File: config.mk
export PLATFORM = sky130hd
export DESIGN_NAME = task_dispatcher
export DESIGN_NICKNAME = d
export VERILOG_FILES = /design/src/rtl/task_dispatcher.sv
export SDC_FILE = /design/constraint.sdc
export NUM_CORES = 1
export LEC_CHECK = 0
export BUFFER_PORTS_ARGS = -buffer_cell sky130_fd_sc_hd__buf_2
export CAP_MARGIN = 10
export CORE_ASPECT_RATIO = 1.75
export CORE_MARGIN = 4
export CORE_UTILIZATION = 50
export CTS_CLUSTER_DIAMETER = 30
export DETAILED_ROUTE_END_ITERATION = 8
export GPL_ROUTABILITY_DRIVEN = 0
export PLACE_DENSITY = 0.79
export SYNTH_ARGS = -nofsm -noshare
export SYNTH_HDL_FRONTEND = slang
export SYNTH_SLANG_ARGS = --single-unit
File: constraint.sdc
create_clock -name CLK -period 4.6 [get_ports CLK]
set_input_delay 0.46 -clock CLK [delete_from_list [all_inputs] [get_ports CLK]]
set_output_delay 0.46 -clock CLK [all_outputs]
set_load 0.02 [all_outputs]
File: src/rtl/task_dispatcher.sv
// Round-based task dispatcher: scans eight candidate slots, runs the best task for one time slice
// and relays host commands. Define DISPATCH_STATS_EN to build the dispatch/timeout counters.
module task_dispatcher #(
    parameter int unsigned SLICE_CYCLES = 1000,
    parameter int unsigned ACK_TIMEOUT  = 16
) (
    input  logic        CLK,
    input  logic        RST_N,
    input  logic        sched_en,
    input  logic [63:0] cand_bus,
    input  logic        exe_flag,
    input  logic        host_valid,
    input  logic [15:0] host_op,
    output logic        host_ready,
    output logic [15:0] out_op,
    output logic        busy,
    output logic [3:0]  cur_id,
    output logic [15:0] dispatch_count,
    output logic [15:0] timeout_count
);

    localparam logic [2:0] ST_IDLE = 3'd0;
    localparam logic [2:0] ST_SCAN = 3'd1;
    localparam logic [2:0] ST_EXEC = 3'd2;
    localparam logic [2:0] ST_ACK  = 3'd3;
    localparam logic [2:0] ST_RUN  = 3'd4;
    localparam logic [2:0] ST_FIN  = 3'd5;
    localparam logic [2:0] ST_DONE = 3'd6;
    localparam logic [2:0] ST_HOST = 3'd7;

    localparam logic [3:0] OP_SUSPEND = 4'b0010;
    localparam logic [3:0] OP_KILL    = 4'b0100;
    localparam logic [3:0] OP_EXECUTE = 4'b0111;
    localparam logic [3:0] OP_FINISH  = 4'b1111;

    localparam logic [7:0]  WAIT_LAST  = 8'(ACK_TIMEOUT - 1);
    localparam logic [16:0] SLICE_LAST = 17'(SLICE_CYCLES - 1);

    logic [2:0]  state_q, state_d;
    logic [2:0]  slot_q, slot_d;
    logic        found_q, found_d;
    logic [3:0]  best_prio_q, best_prio_d;
    logic [3:0]  best_id_q, best_id_d;
    logic [15:0] slice_q, slice_d;
    logic [7:0]  wait_q, wait_d;
    logic        hold_q, hold_d;
    logic [15:0] out_op_q, out_op_d;
    logic        host_ready_q, host_ready_d;
    logic        busy_q, busy_d;
    logic [3:0]  cur_id_q, cur_id_d;

    logic [7:0]  slot_val;
    logic        take;
    logic [3:0]  winner_id;
    logic [16:0] slice_inc;

    assign slot_val  = cand_bus[{slot_q, 3'b000} +: 8];
    // Strict '>' keeps the earliest slot on a priority tie.
    assign take      = (slot_val != 8'h00) && (!found_q || (slot_val[3:0] > best_prio_q));
    assign winner_id = take ? slot_val[7:4] : best_id_q;
    assign slice_inc = {1'b0, slice_q} + 17'd1;

    always_comb begin
        // NOTE: every signal gets a default first so no path through the case infers a latch.
        state_d      = state_q;
        slot_d       = slot_q;
        found_d      = found_q;
        best_prio_d  = best_prio_q;
        best_id_d    = best_id_q;
        slice_d      = slice_q;
        wait_d       = wait_q;
        hold_d       = 1'b0;
        out_op_d     = 16'h0000;
        host_ready_d = 1'b0;
        busy_d       = busy_q;
        cur_id_d     = cur_id_q;

        case (state_q)
            ST_IDLE: begin
                // hold_q guarantees a NOP cycle after reset and after a Suspend/Kill.
                if (!hold_q) begin
                    if (host_valid) begin
                        state_d      = ST_HOST;
                        out_op_d     = host_op & 16'h0FFF;
                        host_ready_d = 1'b1;
                    end else if (sched_en) begin
                        state_d     = ST_SCAN;
                        slot_d      = 3'd0;
                        found_d     = 1'b0;
                        best_prio_d = 4'h0;
                        best_id_d   = 4'h0;
                    end
                end
            end
            ST_HOST: state_d = ST_IDLE;
            ST_SCAN: begin
                slot_d = slot_q + 3'd1;
                if (take) begin
                    found_d     = 1'b1;
                    best_prio_d = slot_val[3:0];
                    best_id_d   = slot_val[7:4];
                end
                if (slot_q == 3'd7) begin
                    if (found_q || take) begin
                        state_d  = ST_EXEC;
                        busy_d   = 1'b1;
                        cur_id_d = winner_id;
                        out_op_d = {4'h0, winner_id, OP_EXECUTE, 4'h0};
                    end else begin
                        state_d = ST_IDLE;
                    end
                end
            end
            ST_EXEC: begin
                state_d = ST_ACK;
                wait_d  = 8'h00;
            end
            ST_ACK: begin
                if (exe_flag) begin
                    state_d = ST_RUN;
                    slice_d = 16'h0000;
                end else if (wait_q == WAIT_LAST) begin
                    state_d  = ST_IDLE;
                    out_op_d = {4'h0, cur_id_q, OP_SUSPEND, 4'h0};
                    hold_d   = 1'b1;
                    busy_d   = 1'b0;
                    cur_id_d = 4'h0;
                end else begin
                    wait_d = wait_q + 8'd1;
                end
            end
            ST_RUN: begin
                slice_d = slice_inc[15:0];
                if (!exe_flag || (slice_inc >= SLICE_LAST)) begin
                    state_d  = ST_FIN;
                    out_op_d = {4'h0, cur_id_q, OP_FINISH, 4'h0};
                end
            end
            ST_FIN: begin
                state_d = ST_DONE;
                wait_d  = 8'h00;
            end
            ST_DONE: begin
                if (!exe_flag) begin
                    state_d  = ST_IDLE;
                    busy_d   = 1'b0;
                    cur_id_d = 4'h0;
                end else if (wait_q == WAIT_LAST) begin
                    state_d  = ST_IDLE;
                    out_op_d = {4'h0, cur_id_q, OP_KILL, 4'h0};
                    hold_d   = 1'b1;
                    busy_d   = 1'b0;
                    cur_id_d = 4'h0;
                end else begin
                    wait_d = wait_q + 8'd1;
                end
            end
            default: state_d = ST_IDLE;
        endcase
    end

    // NOTE: sequential state uses non-blocking assignments so every register samples pre-edge values.
    always_ff @(posedge CLK or negedge RST_N) begin
        if (!RST_N) begin
            state_q      <= ST_IDLE;
            slot_q       <= 3'd0;
            found_q      <= 1'b0;
            best_prio_q  <= 4'h0;
            best_id_q    <= 4'h0;
            slice_q      <= 16'h0000;
            wait_q       <= 8'h00;
            hold_q       <= 1'b1;
            out_op_q     <= 16'h0000;
            host_ready_q <= 1'b0;
            busy_q       <= 1'b0;
            cur_id_q     <= 4'h0;
        end else begin
            state_q      <= state_d;
            slot_q       <= slot_d;
            found_q      <= found_d;
            best_prio_q  <= best_prio_d;
            best_id_q    <= best_id_d;
            slice_q      <= slice_d;
            wait_q       <= wait_d;
            hold_q       <= hold_d;
            out_op_q     <= out_op_d;
            host_ready_q <= host_ready_d;
            busy_q       <= busy_d;
            cur_id_q     <= cur_id_d;
        end
    end

    assign out_op     = out_op_q;
    assign host_ready = host_ready_q;
    assign busy       = busy_q;
    assign cur_id     = cur_id_q;

`ifdef DISPATCH_STATS_EN
    logic [15:0] dispatch_cnt_q, timeout_cnt_q;
    logic        dispatch_hit, timeout_hit;

    assign dispatch_hit = (state_q == ST_DONE) && !exe_flag;
    assign timeout_hit  = (wait_q == WAIT_LAST) &&
                          (((state_q == ST_ACK) && !exe_flag) || ((state_q == ST_DONE) && exe_flag));

    always_ff @(posedge CLK or negedge RST_N) begin
        if (!RST_N) begin
            dispatch_cnt_q <= 16'h0000;
            timeout_cnt_q  <= 16'h0000;
        end else begin
            if (dispatch_hit && (dispatch_cnt_q != 16'hFFFF)) dispatch_cnt_q <= dispatch_cnt_q + 16'd1;
            if (timeout_hit && (timeout_cnt_q != 16'hFFFF))   timeout_cnt_q  <= timeout_cnt_q + 16'd1;
        end
    end

    assign dispatch_count = dispatch_cnt_q;
    assign timeout_count  = timeout_cnt_q;
`else
    assign dispatch_count = 16'h0000;
    assign timeout_count  = 16'h0000;
`endif

endmodule
# ---- Word-level counts from Yosys, hierarchy flattened
# Cells that the tools add are included.
dict set report totals {
  ff_bits 62
  latch_bits 0
  ramBits 0
  romBits 0
  inputBits 85
  n_memories 0
}
dict set report classes {
  addsub 3
  n_mul 0
  div 0
  n_lt_le_gt_ge 2
  eq_ne 20
  shift 1
  n_mux 61
  n_bitwise 0
  reduce_logical 19
}
# cell count
set op_table {}
lappend op_table {{12-bit two-way mux} 9}
lappend op_table {{64-bit by 7-bit variable part select with 8-bit output} 1}
lappend op_table {{12-bit one-hot mux with 5 select lines} 1}
lappend op_table {{4-bit two-way mux} 10}
lappend op_table {{3-bit two-way mux} 11}
lappend op_table {{16-bit one-hot mux with 2 select lines} 1}
lappend op_table {{8-bit two-way mux} 3}
lappend op_table {{3-bit one-hot mux with 8 select lines} 1}
lappend op_table {{8-bit one-hot mux with 3 select lines} 1}
lappend op_table {{2-bit inequality test (second input constant)} 10}
lappend op_table {{16-bit by 1-bit adder with 17-bit output (second input constant)} 1}
lappend op_table {{17-bit by 10-bit greater-or-equal comparator with 1-bit output (second input constant)} 1}
lappend op_table {{16-bit two-way mux} 1}
lappend op_table {{4-bit one-hot mux with 2 select lines} 2}
lappend op_table {{3-bit == test (second input constant)} 5}
lappend op_table {{1-bit two-way mux} 15}
lappend op_table {{4-bit one-hot mux with 3 select lines} 1}
lappend op_table {{4-bit AND reduction} 3}
lappend op_table {{8-bit by 1-bit adder with 8-bit output (second input constant)} 1}
lappend op_table {{8-bit by 4-bit == test with 1-bit output (second input constant)} 1}
lappend op_table {{8-bit nonzero test} 1}
lappend op_table {{3-bit by 2-bit == test with 1-bit output (second input constant)} 2}
lappend op_table {{3-bit one-hot mux with 2 select lines} 1}
lappend op_table {{3-bit nonzero test} 2}
lappend op_table {{16 further kinds} 21}

# ---- Logic depth before layout (Yosys ltp)
dict set report logic_depth {
  ltp_word 8
  ltp_mapped 13
  ltp_nobuf 10
}

# ---- Least setup slack after synthesis
# OpenSTA, ideal clock, no wires.
dict set report synth_path {
  path_type {reg-to-reg}
  from {register slot_q[1]}
  to {register best_prio_q[1]}
  setup_ns 0.121
  arrival_time_ns 2.951
  setup_slack_ns 1.528
  path_stages_with_launch 14
  synth_period_minus_slack_ns 3.072
  path_cell_list {dfrtp_1 buf_6 buf_6 buf_6 mux4_2 mux2_2 ha_1 nor2b_1 o211ai_1 nand4b_1 nand2_1 a21o_4 a21o_4 a22o_1}
}
dict set report synth_between {
  elab_chain_len 6
}
# element line_no
set synth_lines {}
lappend synth_lines {{from (decl)} 40} ;# logic [2:0] slot_q, slot_d;
lappend synth_lines {{from (signal assigned)} 179} ;# slot_q <= slot_d;
lappend synth_lines {{64-bit by 7-bit variable part select with 8-bit output (*)} 57} ;# assign slot_val = cand_bus[{slot_q, 3'b000} +: 8];
lappend synth_lines {{4-bit > comparator} 59} ;# assign take = (slot_val != 8'h00) && (!found_q || (slot_val[3:0] > best_prio_q));
lappend synth_lines {{1-bit logical OR} 59}
lappend synth_lines {{1-bit logical AND} 59}
lappend synth_lines {{2-bit inequality test (no line)} -}
lappend synth_lines {{5-bit AND reduction (no line)} -}
lappend synth_lines {{to (signal assigned)} 181} ;# best_prio_q <= best_prio_d;
lappend synth_lines {{to (decl)} 42} ;# logic [3:0] best_prio_q, best_prio_d;
# Every way passes the cells marked *; elsewhere a longest branch is shown, timed or not. The select of a mux whose other input is x is not followed.
# A chain may end at the register's enable or synchronous reset.

# ---- Worst setup path in the final report
# Same ends and word-level chain as after synthesis.

==> metrics.yaml <==
ys_seq_elements: 58
drtPass1Iterations: 6
synth-warning-count: 0
power.share.clock: 0.237
yosys.cell_types.count: 69
synth_area_um2: 4260
area_growth_from_synthesis_to_final_layout_pct: 15.0
clock_pin_transition_on_the_worst_setup_and_hold_timing_paths_ns: 0.05
cpPeakStageDelay_ns: 0.72
floorplan.initialDensity: 0.512
grt_overflow_total: 0
core.rowCount: 44
r2r.worst_path.cells: 10
worst-slew-pin-transition_ns: 0.980
hold_viol: 0
kind_of_path_behind_the_tightest_hold_check: "in2async"
crit_path_frequent_cell: "sky130_fd_sc_hd__a21o_4"
synthDominantCellAreaShare: 0.335
drv_cap: 0
cts.sink_count: 58
insertedDiodeCount: 0
library_cell_with_the_largest_summed_area_after_synthesis: "sky130_fd_sc_hd__dfrtp_1"
p_leak_nw: 2.20
share_of_post_route_cells_with_drive_strength_above_1: 0.285
global_route_wire_length_before_repair_um: 16600
critical_path_startpoint_category: "flip-flop"
route.detailed.drc: 0
number_of_instances_in_the_placed_design: 639
core_area_um2: 8310
layout.cells.most_common: "sky130_fd_sc_hd__buf_2"
gr-usage-met1: 0.210
vias_in_the_first_global_route: 3703
final-instance-count-excl-fill: 655
initialDrtViolationCount: 206
synth_mux_area_frac: 0.113
via_per_inst: 5.80
clock_tree.root_cell: "sky130_fd_sc_hd__clkbuf_16"
critPathSlowestCell: "sky130_fd_sc_hd__dfrtp_1"
finalWorstPathRequiredPeriod_ns: 3.44
sequential_power_share: 0.323
cellInternalPower_mw: 1.50
run_status: "finished clean"
postLayoutCoreUtil: 0.589
power.switching_fraction: 0.403
use_met3: 0.0428
grt_max_degree: 59
synth_sequential_area_ratio: 0.341
tritoncts_clock_tree: "yes"
worst_path_class_setup: "reg2reg"
synthTopCellsByArea: "sky130_fd_sc_hd__dfrtp_1, sky130_fd_sc_hd__mux4_2, sky130_fd_sc_hd__buf_4"
fmax_ghz: 0.291
power_per_cell_area_nw_per_um2: 513
grtUsageMet2: 0.384
layout_worst_path_cycle_share: 0.748
synth_xor_area_frac: 0.0165
via_count: 3801
top_ff_cell_synth: "sky130_fd_sc_hd__dfrtp_1"
cts_hold_buffers: 0
filler_cell_count: 682
syn-instance-count: 450
cts_htree_levels: 3
yosys.area_share.simple: 0.197
globalRouteTotalUtil: 0.205
timing.rr.end: "best_prio_q[1]$_DFFE_PN0P_"
setup.worst_path.end_class: "flip-flop"
async_flop_share: 1.00
crit_path_cell_trace: "buf_4, mux4_2, mux2_2, ha_1, o211ai_1, nand4b_1, nand2_1, a21o_4, a21o_4, a22o_1"
timing.critical_path.fanout_max: 14
finalSetupViolCount: 0
r2r_start: "slot_q[1]$_DFFE_PN0P_"
grt_setup_unrepaired: "no"
layout.nets: 629
combinationalPowerShare: 0.440
number_of_buffer_cells_added_on_primary_ports: 98
final-max-slew-violation-count: 0
cts.repair_timing.setup_buffer_count: 0
ir_worst_vdd_mv: 0.278
dpl.hpwl_um: 7740
die_height_um: 130
final.setup_skew_ns: 0.00891
detail_route.wirelength_um: 10200
numCtsBuffers: 9
synth_compound_gate_area_share: 0.197
max-clock-path-buffers: 2
globalRoute.busiestLayer: "met2"
slew_headroom: 0.344
post_synth.cell_area_avg_um2: 9.46
worstSkewPairLatency_ns: 0.33
post_synth_edffs: 0
antenna_found_initial: 0
switching_power_mw: 1.01
routedWlPerCell_um: 15.5
die_area_um2: 10100
floorplan.die.width_um: 77.8
yosys.area_share.adder: 0.0264
critical_path_arrival_ns: 3.65
layout_common_cells: "sky130_fd_sc_hd__buf_2, sky130_fd_sc_hd__dfrtp_1, sky130_fd_sc_hd__nor2_1, sky130_fd_sc_hd__conb_1, sky130_fd_sc_hd__nand2_1"
total_negative_setup_slack_ns: 0
worst-r2r-setup-slack_ns: 1.16
synth_top_family_by_area: "compound AO/OA/AOI/OAI gates"
cts_repair_resize_count: 0
ioPinCount: 139
crit_required_ns: 4.81
antenna_violating_nets_post_route: 0
-- synth_stat cells, types with 3 or more instances --
master	instances
sky130_fd_sc_hd__o21ai_0	20
sky130_fd_sc_hd__nor3_1	14
sky130_fd_sc_hd__a31oi_1	8
sky130_fd_sc_hd__a211oi_1	5
sky130_fd_sc_hd__buf_6	3
sky130_fd_sc_hd__nor2_1	37
sky130_fd_sc_hd__nand3_1	11
sky130_fd_sc_hd__nand2b_1	3
sky130_fd_sc_hd__o221ai_2	4
sky130_fd_sc_hd__nand2_1	34
sky130_fd_sc_hd__ha_1	9
sky130_fd_sc_hd__o21ai_2	3
sky130_fd_sc_hd__nand4_1	10
sky130_fd_sc_hd__clkbuf_1	13
sky130_fd_sc_hd__and3_1	5
sky130_fd_sc_hd__and2_1	7
sky130_fd_sc_hd__nor4_1	6
sky130_fd_sc_hd__dfrtp_1	57
sky130_fd_sc_hd__mux2i_1	3
sky130_fd_sc_hd__buf_4	38
sky130_fd_sc_hd__or3_1	3
sky130_fd_sc_hd__o41ai_1	3
sky130_fd_sc_hd__mux2_2	5
sky130_fd_sc_hd__or4_1	5
sky130_fd_sc_hd__o211ai_1	4
sky130_fd_sc_hd__a21oi_1	13
sky130_fd_sc_hd__a32oi_1	3
sky130_fd_sc_hd__nor3b_1	7
sky130_fd_sc_hd__o21ai_1	14
sky130_fd_sc_hd__a22o_1	10
sky130_fd_sc_hd__o2bb2ai_1	5
sky130_fd_sc_hd__nor2b_1	4
sky130_fd_sc_hd__xnor2_1	6
sky130_fd_sc_hd__buf_2	6
sky130_fd_sc_hd__mux4_2	16
sky130_fd_sc_hd__o31ai_1	3
sky130_fd_sc_hd__inv_1	14
-- metrics by stage --
step / power (mW) / worst slack [ns] / hold WS, ns / area [um2]
final: 2.51 / 1.16 / 0.278 / 4900
after global routing: 2.69 / 0.914 / 0.344 / 4900
after CTS: 2.52 / 1.12 / 0.316 / 4900
after detailed placement: 1.92 / 1.12 / 0.467 / 4640
after global placement: 1.89 / 1.19 / 0.462 / 4640
after floorplan: 1.70 / 1.53 / 0.164 / 4390
-- metal layers --
metal  up-vias  wire (um)  part of all wire
met3        27        624             0.061
li1       1789          -                 -
met5         -          0                 0
met1      1826       3540              0.35
met2       159       5670              0.56
met4         0        343             0.034
-- kinds of logic (layout without fill, tap and decap cells) --
group / after synthesis / in the layout
XOR/XNOR: 8 / 8
other: 1 / 36
buffers and inverters: 76 / 131
adder cells (fa/ha/maj): 9 / 9
AND/OR/NAND/NOR: 158 / 158
multiplexers: 27 / 27
flip-flops: 58 / 58
AO/OA/AOI/OAI: 113 / 113
-- cell type report --
| cell class | instances | area [um2] | share of cell area |
|---|---|---|---|
| inverters | 15 | 56.3 | 0.0115 |
| repair buffers | 100 | 505 | 0.103 |
| flip-flops and latches | 58 | 1450 | 0.297 |
| well taps | 115 | 144 | 0.0294 |
| clock buffers | 16 | 262 | 0.0534 |
| multi-input cells | 351 | 2480 | 0.506 |
-- flip-flops by register name (all words and copies together), names as in the netlist --
signal	count
slot_q	3
busy	1
hold_q	1
cur_id	4
best_id_q	4
best_prio_q	4
state_q	3
out_op	12
slice_q	16
wait_q	8
found_q	1
host_ready	1
-- critical path: cells and delay by family, from the launching register on --
family                   cells  cell delay, ns
multiplexers                 2            0.81
flip-flops                   1            0.72
AND/OR/NAND/NOR              2            0.33
buffers and inverters        1            0.34
adder cells (fa/ha/maj)      1            0.30
AO/OA/AOI/OAI                4            0.81
-- power groups by stage --
stage / clock [mW] / sequential, mW / combinational [mW]
floorplan: 0 / 0.739 / 0.962
detailed placement: 0 / 0.815 / 1.11
CTS: 0.600 / 0.811 / 1.11
global placement: 0 / 0.810 / 1.08
global route: 0.622 / 0.836 / 1.23
finish: 0.595 / 0.812 / 1.10
-- how the worst max path moves through the flow --
| stage | start | cells past startpoint | endpoint |
|---|---|---|---|
| after floorplan | slot_q[1]$_DFFE_PN0P_ | 13 | best_prio_q[1]$_DFFE_PN0P_ |
| after global placement | slot_q[1]$_DFFE_PN0P_ | 10 | best_prio_q[1]$_DFFE_PN0P_ |
| after detailed placement | slot_q[1]$_DFFE_PN0P_ | 10 | best_prio_q[1]$_DFFE_PN0P_ |
| after CTS | slot_q[1]$_DFFE_PN0P_ | 10 | best_prio_q[1]$_DFFE_PN0P_ |
| after global routing | slot_q[1]$_DFFE_PN0P_ | 10 | out_op[11]$_DFF_PN0_ |
| final | slot_q[1]$_DFFE_PN0P_ | 10 | best_prio_q[1]$_DFFE_PN0P_ |
Note: power is estimated with default switching activity, not from simulation.
